$ cat config.mk
export PLATFORM = sky130hd
export DESIGN_NAME = rr_arbiter8
export DESIGN_NICKNAME = d
export VERILOG_FILES = /design/src/rtl/rr_arbiter8.sv
export SDC_FILE = /design/constraint.sdc
export NUM_CORES = 1
export LEC_CHECK = 0
export ABC_AREA = 1
export ABC_CLOCK_PERIOD_IN_PS = 6000
export BUFFER_PORTS_ARGS = -buffer_cell sky130_fd_sc_hd__buf_2
export CORE_ASPECT_RATIO = 1.25
export CORE_UTILIZATION = 45
export CTS_BUF_LIST = sky130_fd_sc_hd__clkbuf_8 sky130_fd_sc_hd__clkbuf_16
export DETAILED_ROUTE_END_ITERATION = 7
export HOLD_SLACK_MARGIN = 0.06
export PLACE_DENSITY = 0.64
export SLEW_MARGIN = 20
export SYNTH_ARGS = -nofsm -noshare
export SYNTH_HDL_FRONTEND = slang
export SYNTH_SLANG_ARGS = --single-unit
$ cat constraint.sdc
create_clock -name clk -period 6 [get_ports clk]
set_clock_uncertainty 0.1 [all_clocks]
set_input_delay 0.6 -clock clk [delete_from_list [all_inputs] [get_ports clk]]
set_output_delay 0.6 -clock clk [all_outputs]
set_load 0.1 [all_outputs]
$ cat src/rtl/rr_arbiter8.sv
// 8-way round-robin arbiter with registered one-hot grant and an optional
// hold limit that forces a handoff after MAX_HOLD consecutive cycles.
module rr_arbiter8 #(
  parameter int unsigned MAX_HOLD = 16,
  parameter int unsigned CNT_W    = 5
) (
  input  logic       clk,
  input  logic       rst_n,
  input  logic [0:7] req,
  output logic [0:7] gnt,
  output logic [0:2] gnt_idx,
  output logic       gnt_valid
);

  localparam int unsigned N_REQ     = 8;
  localparam int unsigned IDX_W     = 3;
  localparam int unsigned HOLD_LAST = (MAX_HOLD == 0) ? 0 : MAX_HOLD - 1;

  typedef enum logic {
    IDLE  = 1'b0,
    GRANT = 1'b1
  } state_t;

  state_t             state_q, state_d;
  logic [IDX_W-1:0]   ptr_q, ptr_d;
  logic [CNT_W-1:0]   hold_cnt_q, hold_cnt_d;
  logic [0:N_REQ-1]   gnt_q, gnt_d;
  logic [0:IDX_W-1]   gnt_idx_q, gnt_idx_d;
  logic               gnt_valid_q, gnt_valid_d;

  logic               cur_req_c;
  logic               at_limit_c;
  logic               hold_c;
  logic               expire_c;
  logic [0:N_REQ-1]   search_req_c;
  logic [IDX_W:0]     pick_c;
  logic               found_c;
  logic [IDX_W-1:0]   win_c;
  logic               new_grant_c;

  // First requester at or after start, wrapping; result is {found, index}.
  function automatic logic [IDX_W:0] rr_pick(input logic [0:N_REQ-1] r,
                                             input logic [IDX_W-1:0] start);
    logic [IDX_W:0]   res;
    logic [IDX_W-1:0] i;
    res = '0;
    for (int k = N_REQ - 1; k >= 0; k--) begin
      i = start + IDX_W'(k);
      if (r[i]) res = {1'b1, i};
    end
    return res;
  endfunction

  always_comb begin
    cur_req_c  = req[gnt_idx_q];
    at_limit_c = (MAX_HOLD != 0) && (hold_cnt_q == CNT_W'(HOLD_LAST));
    hold_c     = (state_q == GRANT) && cur_req_c && !at_limit_c;
    expire_c   = (state_q == GRANT) && cur_req_c && at_limit_c;

    // Holder only competes again on expiry when nobody else is waiting.
    search_req_c = req;
    if (expire_c) search_req_c[gnt_idx_q] = 1'b0;

    pick_c      = rr_pick(search_req_c, ptr_q);
    found_c     = pick_c[IDX_W];
    win_c       = pick_c[IDX_W-1:0];
    new_grant_c = found_c && !hold_c;
  end

  // State register
  always_ff @(posedge clk or negedge rst_n) begin
    if (!rst_n) state_q <= IDLE;
    else        state_q <= state_d;
  end

  // Next-state logic
  always_comb begin
    state_d = state_q;
    case (state_q)
      IDLE:    if (found_c) state_d = GRANT;
      GRANT:   if (!cur_req_c && !found_c) state_d = IDLE;
      default: state_d = IDLE;
    endcase
  end

  // Next values of the grant outputs, pointer and hold counter
  always_comb begin
    ptr_d       = ptr_q;
    hold_cnt_d  = hold_cnt_q;
    gnt_d       = gnt_q;
    gnt_idx_d   = gnt_idx_q;
    gnt_valid_d = gnt_valid_q;

    if (new_grant_c) begin
      gnt_idx_d        = win_c;
      gnt_d            = '0;
      gnt_d[win_c]     = 1'b1;
      gnt_valid_d      = 1'b1;
      ptr_d            = win_c + IDX_W'(1);
      hold_cnt_d       = '0;
    end else if (hold_c) begin
      hold_cnt_d = hold_cnt_q + CNT_W'(1);
    end else if (expire_c) begin
      hold_cnt_d = '0;
    end else if (state_q == GRANT) begin
      gnt_d       = '0;
      gnt_valid_d = 1'b0;
      hold_cnt_d  = '0;
    end
  end

  always_ff @(posedge clk or negedge rst_n) begin
    if (!rst_n) begin
      ptr_q       <= '0;
      hold_cnt_q  <= '0;
      gnt_q       <= '0;
      gnt_idx_q   <= '0;
      gnt_valid_q <= 1'b0;
    end else begin
      ptr_q       <= ptr_d;
      hold_cnt_q  <= hold_cnt_d;
      gnt_q       <= gnt_d;
      gnt_idx_q   <= gnt_idx_d;
      gnt_valid_q <= gnt_valid_d;
    end
  end

  assign gnt       = gnt_q;
  assign gnt_idx   = gnt_idx_q;
  assign gnt_valid = gnt_valid_q;

endmodule

==> results of run 1 <==
==> cells by family (layout without fill, tap and decap cells) <==
logic type      after synthesis  after routing  synth area share
flops                        21             21             0.268
compound gates               29             29            0.0894
fa+ha+maj                     4              4            0.0255
buf+inv                      56             72             0.135
xor+xnor                      3              3            0.0134
simple gates                175            175             0.468
==> state kept, by name, summed over array words and instances (netlist names) <==
| signal | flops |
|---|---|
| ptr_q | 3 |
| gnt_valid | 1 |
| hold_cnt_q | 5 |
| state_q | 1 |
| gnt_idx | 3 |
| gnt | 8 |
==> final timing paths <==
check,end,cells past startpoint,slack [ns],startpoint
min reg2reg,gnt_valid$_DFFE_PN0P_,2,0.42,gnt_valid$_DFFE_PN0P_
max reg2reg,gnt[7]$_DFFE_PN0P_,16,2.81,hold_cnt_q[0]$_DFFE_PN0P_
min in group clk,gnt_valid$_DFFE_PN0P_,2,0.42,gnt_valid$_DFFE_PN0P_
min,hold_cnt_q[2]$_DFFE_PN0P_,1,0.17,rst_n
max,gnt[7]$_DFFE_PN0P_,16,2.81,hold_cnt_q[0]$_DFFE_PN0P_
max in group asynchronous,ptr_q[1]$_DFFE_PN0P_,1,5.31,rst_n
==> final cells by class <==
cell class | instances | area (sq um)
clock buffer | 3 | 41.3
clock inverter | 1 | 7.51
fill | 446 | 2030
inverter | 47 | 184
multi-input combinational | 211 | 1170
sequential | 21 | 526
tap | 56 | 70.1
timing repair buffer | 21 | 105
==> cells in the mapped netlist (5+ instances only) <==
master,n,area [sq um]
a21oi_1,8,40.0
dfrtp_1,21,526
inv_1,38,143
inv_2,6,22.5
nand2_1,70,263
nand2_2,6,37.5
nand3_1,54,270
nand3_2,6,60.1
nand4_2,6,75.1
nor2_1,20,75.1
o21ai_0,5,25.0
o21ai_1,6,30.0
==> critical path, delay by kind of cell (launching register included) <==
kind / cells / cell delay (ns)
buffers and inverters: 1 / 0.17
adder cells (fa/ha/maj): 2 / 0.66
AO/OA/AOI/OAI: 2 / 0.34
AND/OR/NAND/NOR: 11 / 1.44
flip-flops: 1 / 0.39
==> through the flow <==
step | worst slack [ns] | hold slack [ns]
3_5_place_dp | 2.85 | 0.412
4_1_cts | 2.80 | 0.189
3_3_place_gp | 2.79 | 0.387
5_1_grt | 2.49 | 0.217
2_1_floorplan | 2.88 | 0.204
6_report | 2.81 | 0.171
==> routing by layer <==
layer / GRT usage / part of all wire
met5: 0 / 0
met4: 0.111 / 0.035
met3: 0.0238 / 0.029
met2: 0.377 / 0.49
met1: 0.286 / 0.45
==> results.md, run 1 <==
* Drt total wl at 4480 um
* Mapped Area at 1960 sq um
* Critical Path Max Stage Delay at 0.46 ns
* Layout area overhead at 7.28%
* First-pass GRT wire length at 7800 um
* Placed instance area at 2050 sq um
* Most common library cell in the layout ignoring fill and taps: nand2_1
* Warnings from Yosys at 0
* CTS buffer count at 3
* Hold Vio Cnt, Final at 0
* Arrival time worst endpoint at 3.27 ns
* Crit-path most repeated cell: nand3_1
* N_diodes at 0
* Startpoint types: register
* Gr usage total at 0.225
* Die ar. at 4620 sq um
* Number of global-route vias before repair at 1,848
* Routability cong. at 0.893
* # placed instances at 356
* Initial antenna violation count at 0
* Root Buffer: clkbuf_8
* Core footprint at 4130 sq um
* CP cell instances: ha_1 > nand2_1 > nor2_1 > ha_1 > nand4_2 > nand3_1 > nand3_1 > nand3_1 > nand2_1 > nor2_1 > nand2_2 > nor3_4 > nor2_4 > inv_4 > o21ai_2 > o22ai_1
* Async set-reset flop share out of synthesis at 1.00
* Finished Cell Area at 2100 sq um
* Die height at 75.8 um
* CP max FO at 11
* Syn avg cell area at 6.80 sq um
* Port-buffer cells at 21
* FP Rows at 26
* Hold-fix buffers, CTS at 0
* CTS resizes at 0
* CP required at 6.08 ns
* Max_slew headroom at 0.675
* Wire per inst at 12.4 um
* Count of max-cap constraint violations at 0
* Clk pin slew, worst setup/hold paths at 0.08 ns
* Shortest period the worst path allows at 3.19 ns
* RSZ-0062 raised after global routing: false
* Fin. max-slew vios at 0
* Synthesis-stage register bit count at 21
* Slew @ Worst Pin at 0.491 ns
* Layout cells sized above 1 at 0.220
* HPWL after DPL at 3620 um
* Finished Core Util at 0.509
* Post-CTS setup buffers at 0
* EDFF count, synth at 0
* CP max-delay cell: ha_1
* TritonCTS clock tree: done
* Status: complete, no violations
* Die Wd at 61.0 um
* I/O Pins at 22
* Clk_lat worst skew at 0.27 ns
* Post-synthesis sequential area ratio at 0.268
* Grt total ovfl at 0
* DRT antenna net count at 0
* TritonRoute pass-1 iters at 4
* Max frequency at 0.313 GHz
* Nets at 319
* Most frequent cells in the layout: 70 x nand2_1, 54 x nand3_1, 38 x inv_1
* Worst min path class: in2async
* CP Capture Type: register
* CTS sink cnt at 21
* Final std cells w/o fill at 360
* Final Setup Violations at 0
* Final Cycle Share at 0.532
* Post-route setup TNS at 0 ns
* Clock Path Buffers at 2
* Via count at 1,866
* Mapped Nets at 302
* Cell variety after synth at 36
* Initial drt markers at 121
* Cells after Synth at 288
* Initial Util at 0.474
* # DRC at 0
* WS Path Type: reg2reg
* # H-tree levels at 1
* Largest net degree at the start of global routing at 22
* Ys flop type: dfrtp_1
* Routed vias/inst at 5.18
Power of run 1 is left out: the tool's default activity adds up to more than one toggle a clock period on the data nets, which glitch-free logic cannot reach.
==> run 2: changes to the inputs <==
- ABC_CLOCK_PERIOD_IN_PS: 6000 -> 3300
- clock period: 6 -> 3.3 ns (I/O delays scaled with it)
==> run 2 against run 1 <==
  * Count of clock-buffer cells in the layout unchanged
  * Register-to-register slack lost 2.5 ns
  * Critical endpoint is now gnt[3]$_DFFE_PN0P_
  * Largest cell class unchanged
  * Design area grew 1.8%
  * Flip-flop and latch count unchanged
  * Routed wire length increased by 2.8%
  * Utilization increased by 0.94 points
  * Critical path type unchanged
  * Fmax increased by 8.3%
  * Die area stayed put
  * Non-clock buffer count grew 5
  * Worst setup slack got worse by 2.5 ns
==> results.md, run 2 (synthesized netlist as in run 1, its figures left out) <==
* Arrival time worst endpoint at 3.03 ns (was 3.27 ns)
* Number of global-route vias before repair at 1,751 (was 1,848)
* FP Rows at 26 (unchanged)
* HPWL after DPL at 3660 um (was 3620 um)
* Clk pin slew, worst setup/hold paths at 0.07 ns (was 0.08 ns)
* Port-buffer cells at 21 (unchanged)
* I/O Pins at 22 (unchanged)
* Via count at 1,880 (was 1,866)
* Die height at 75.8 um (unchanged)
* Grt total ovfl at 0 (unchanged)
* R2r setup slk at 0.35 ns (was 2.81 ns)
* Max frequency at 0.339 GHz (was 0.313 GHz)
* TritonCTS clock tree: done (unchanged)
* Post-CTS setup buffers at 0 (unchanged)
* Drt total wl at 4600 um (was 4480 um)
* Hold Path Stages at 1
* Area occupied by multi-input gates at 1170 sq um (about the same)
* # DRC at 0 (unchanged)
* N_diodes at 0 (unchanged)
* Finished Core Util at 0.518 (was 0.509)
* Initial drt markers at 159 (was 121)
* Worst Hold Launch: hold_cnt_q[0]$_DFFE_PN0P_
* WS Path Type: reg2reg (unchanged)
* Final Setup Violations at 0 (unchanged)
* First-pass GRT wire length at 7570 um (was 7800 um)
* Final Cycle Share at 0.893 (was 0.532)
* Largest net degree at the start of global routing at 22 (unchanged)
* DP Worst Slack at 0.247 ns (was 2.85 ns)
* Routability cong. at 0.914 (was 0.893)
* Max reg flops at 8 (unchanged)
* CP required at 3.38 ns (was 6.08 ns)
* Root Buffer: clkbuf_8 (unchanged)
* Routed vias/inst at 5.15 (was 5.18)
* Hold Vio Cnt, Final at 0 (unchanged)
* FF/Latch Area at 526 sq um (unchanged)
* Clk_lat worst skew at 0.26 ns (was 0.27 ns)
* Nets at 324 (was 319)
* Die ar. at 4620 sq um (unchanged)
* Initial antenna violation count at 0 (unchanged)
* CTS sink cnt at 21 (unchanged)
* Worst min path class: reg2reg (was in2async)
* # H-tree levels at 1 (unchanged)
* Die Wd at 61.0 um (unchanged)
* Startpoint types: register (unchanged)
* Critical R2R Launch: gnt_idx[2]$_DFFE_PN0P_ (was hold_cnt_q[0]$_DFFE_PN0P_)
* Layout cells sized above 1 at 0.230 (was 0.220)
* DRT antenna net count at 0 (unchanged)
* Layout area overhead at 9.26% (was 7.28%)
* Count of max-cap constraint violations at 0 (unchanged)
* Core footprint at 4130 sq um (unchanged)
* RSZ-0062 raised after global routing: false (unchanged)
* Status: complete, no violations (unchanged)
* CP max FO at 11 (unchanged)
* CP Capture Type: register (unchanged)
* Fillers at 449 (was 446)
* Worst Reg2Reg Path Length in Cells at 19 (was 16)
* Slew @ Worst Pin at 0.488 ns (was 0.491 ns)
* Most frequent cells in the layout: 70 x nand2_1, 54 x nand3_1, 39 x inv_1 (was 70 x nand2_1, 54 x nand3_1, 38 x inv_1)
* Max_slew headroom at 0.677 (was 0.675)
* Slack of the critical path at 0.352 ns (was 2.81 ns)
* Reg2reg end: gnt[3]$_DFFE_PN0P_ (was gnt[7]$_DFFE_PN0P_)
* CTS buffer count at 3 (unchanged)
* Placed instance area at 2080 sq um (was 2050 sq um)
* Min-Delay Endpoint: hold_cnt_q[0]$_DFFE_PN0P_
* Post-route setup TNS at 0 ns (unchanged)
* Wire per inst at 12.6 um (was 12.4 um)
* Gr usage total at 0.221 (was 0.225)
* Shortest period the worst path allows at 2.95 ns (was 3.19 ns)
* Finished Cell Area at 2140 sq um (was 2100 sq um)
* Most common library cell in the layout ignoring fill and taps: nand2_1 (unchanged)
* TritonRoute pass-1 iters at 4 (unchanged)
* Clock Path Buffers at 2 (unchanged)
* Fin. max-slew vios at 0 (unchanged)
* Initial Util at 0.474 (unchanged)
[run 2: metal layers]
layer,vias up,GRT usage,share of wire
met3,5,0.0102,0.035
met5,-,0,0
met4,0,0.0732,0.011
met1,853,0.270,0.44
met2,48,0.409,0.51
li1,974,-,-
[run 2: how the worst max path moves through the flow]
stage                                    from                   endpoint  slack, ns  depth (start not counted)
floorplan              gnt_idx[2]$_DFFE_PN0P_  hold_cnt_q[2]$_DFFE_PN0P_       0.18                         22
global placement    hold_cnt_q[0]$_DFFE_PN0P_         gnt[7]$_DFFE_PN0P_       0.32                         16
detailed placement  hold_cnt_q[0]$_DFFE_PN0P_         gnt[3]$_DFFE_PN0P_       0.25                         16
CTS                 hold_cnt_q[0]$_DFFE_PN0P_         gnt[3]$_DFFE_PN0P_       0.23                         16
global route           gnt_idx[2]$_DFFE_PN0P_         gnt[3]$_DFFE_PN0P_       0.06                         19
finish                 gnt_idx[2]$_DFFE_PN0P_         gnt[3]$_DFFE_PN0P_       0.35                         19
[run 2: layout make-up]
type,count,share of cell area
sequential,21,0.245
multi-input combinational,211,0.547
clock inverter,1,0.00175
timing repair buffer,26,0.0678
clock buffer,3,0.0193
inverter,47,0.0859
tap,56,0.0327
[run 2: timing repair]
action                                  4_1_cts  5_1_grt
endpoints found under the setup margin        0        8
hold buffers                                  1        0
resized for setup                             0        1
endpoints found under the hold margin        21        0
[run 2: worst max-delay path, cell delays in order (launching register included)]
cell and delay [ns]:
dfrtp_1 0.53, inv_6 0.15, nand2_1 0.06, nand2_1 0.06, nand2_1 0.04, nand2_1 0.08
inv_2 0.06, nand2_4 0.16, nand4_1 0.13, nand3_1 0.13, nand3_1 0.13, nand3_1 0.15
nand2_1 0.09, nor2_1 0.16, nand2_2 0.08, nor3_4 0.17, nor2_4 0.09, inv_4 0.17
o21ai_2 0.14, o22ai_1 0.18
[run 2: per-stage QoR]
step,instances,hold slack [ns]
after floorplan,288,-0.0656
after global placement,360,0.202
after detailed placement,360,0.209
after CTS,365,0.429
after global routing,365,0.447
final,365,0.426
Power of run 2 is left out for the same reason.
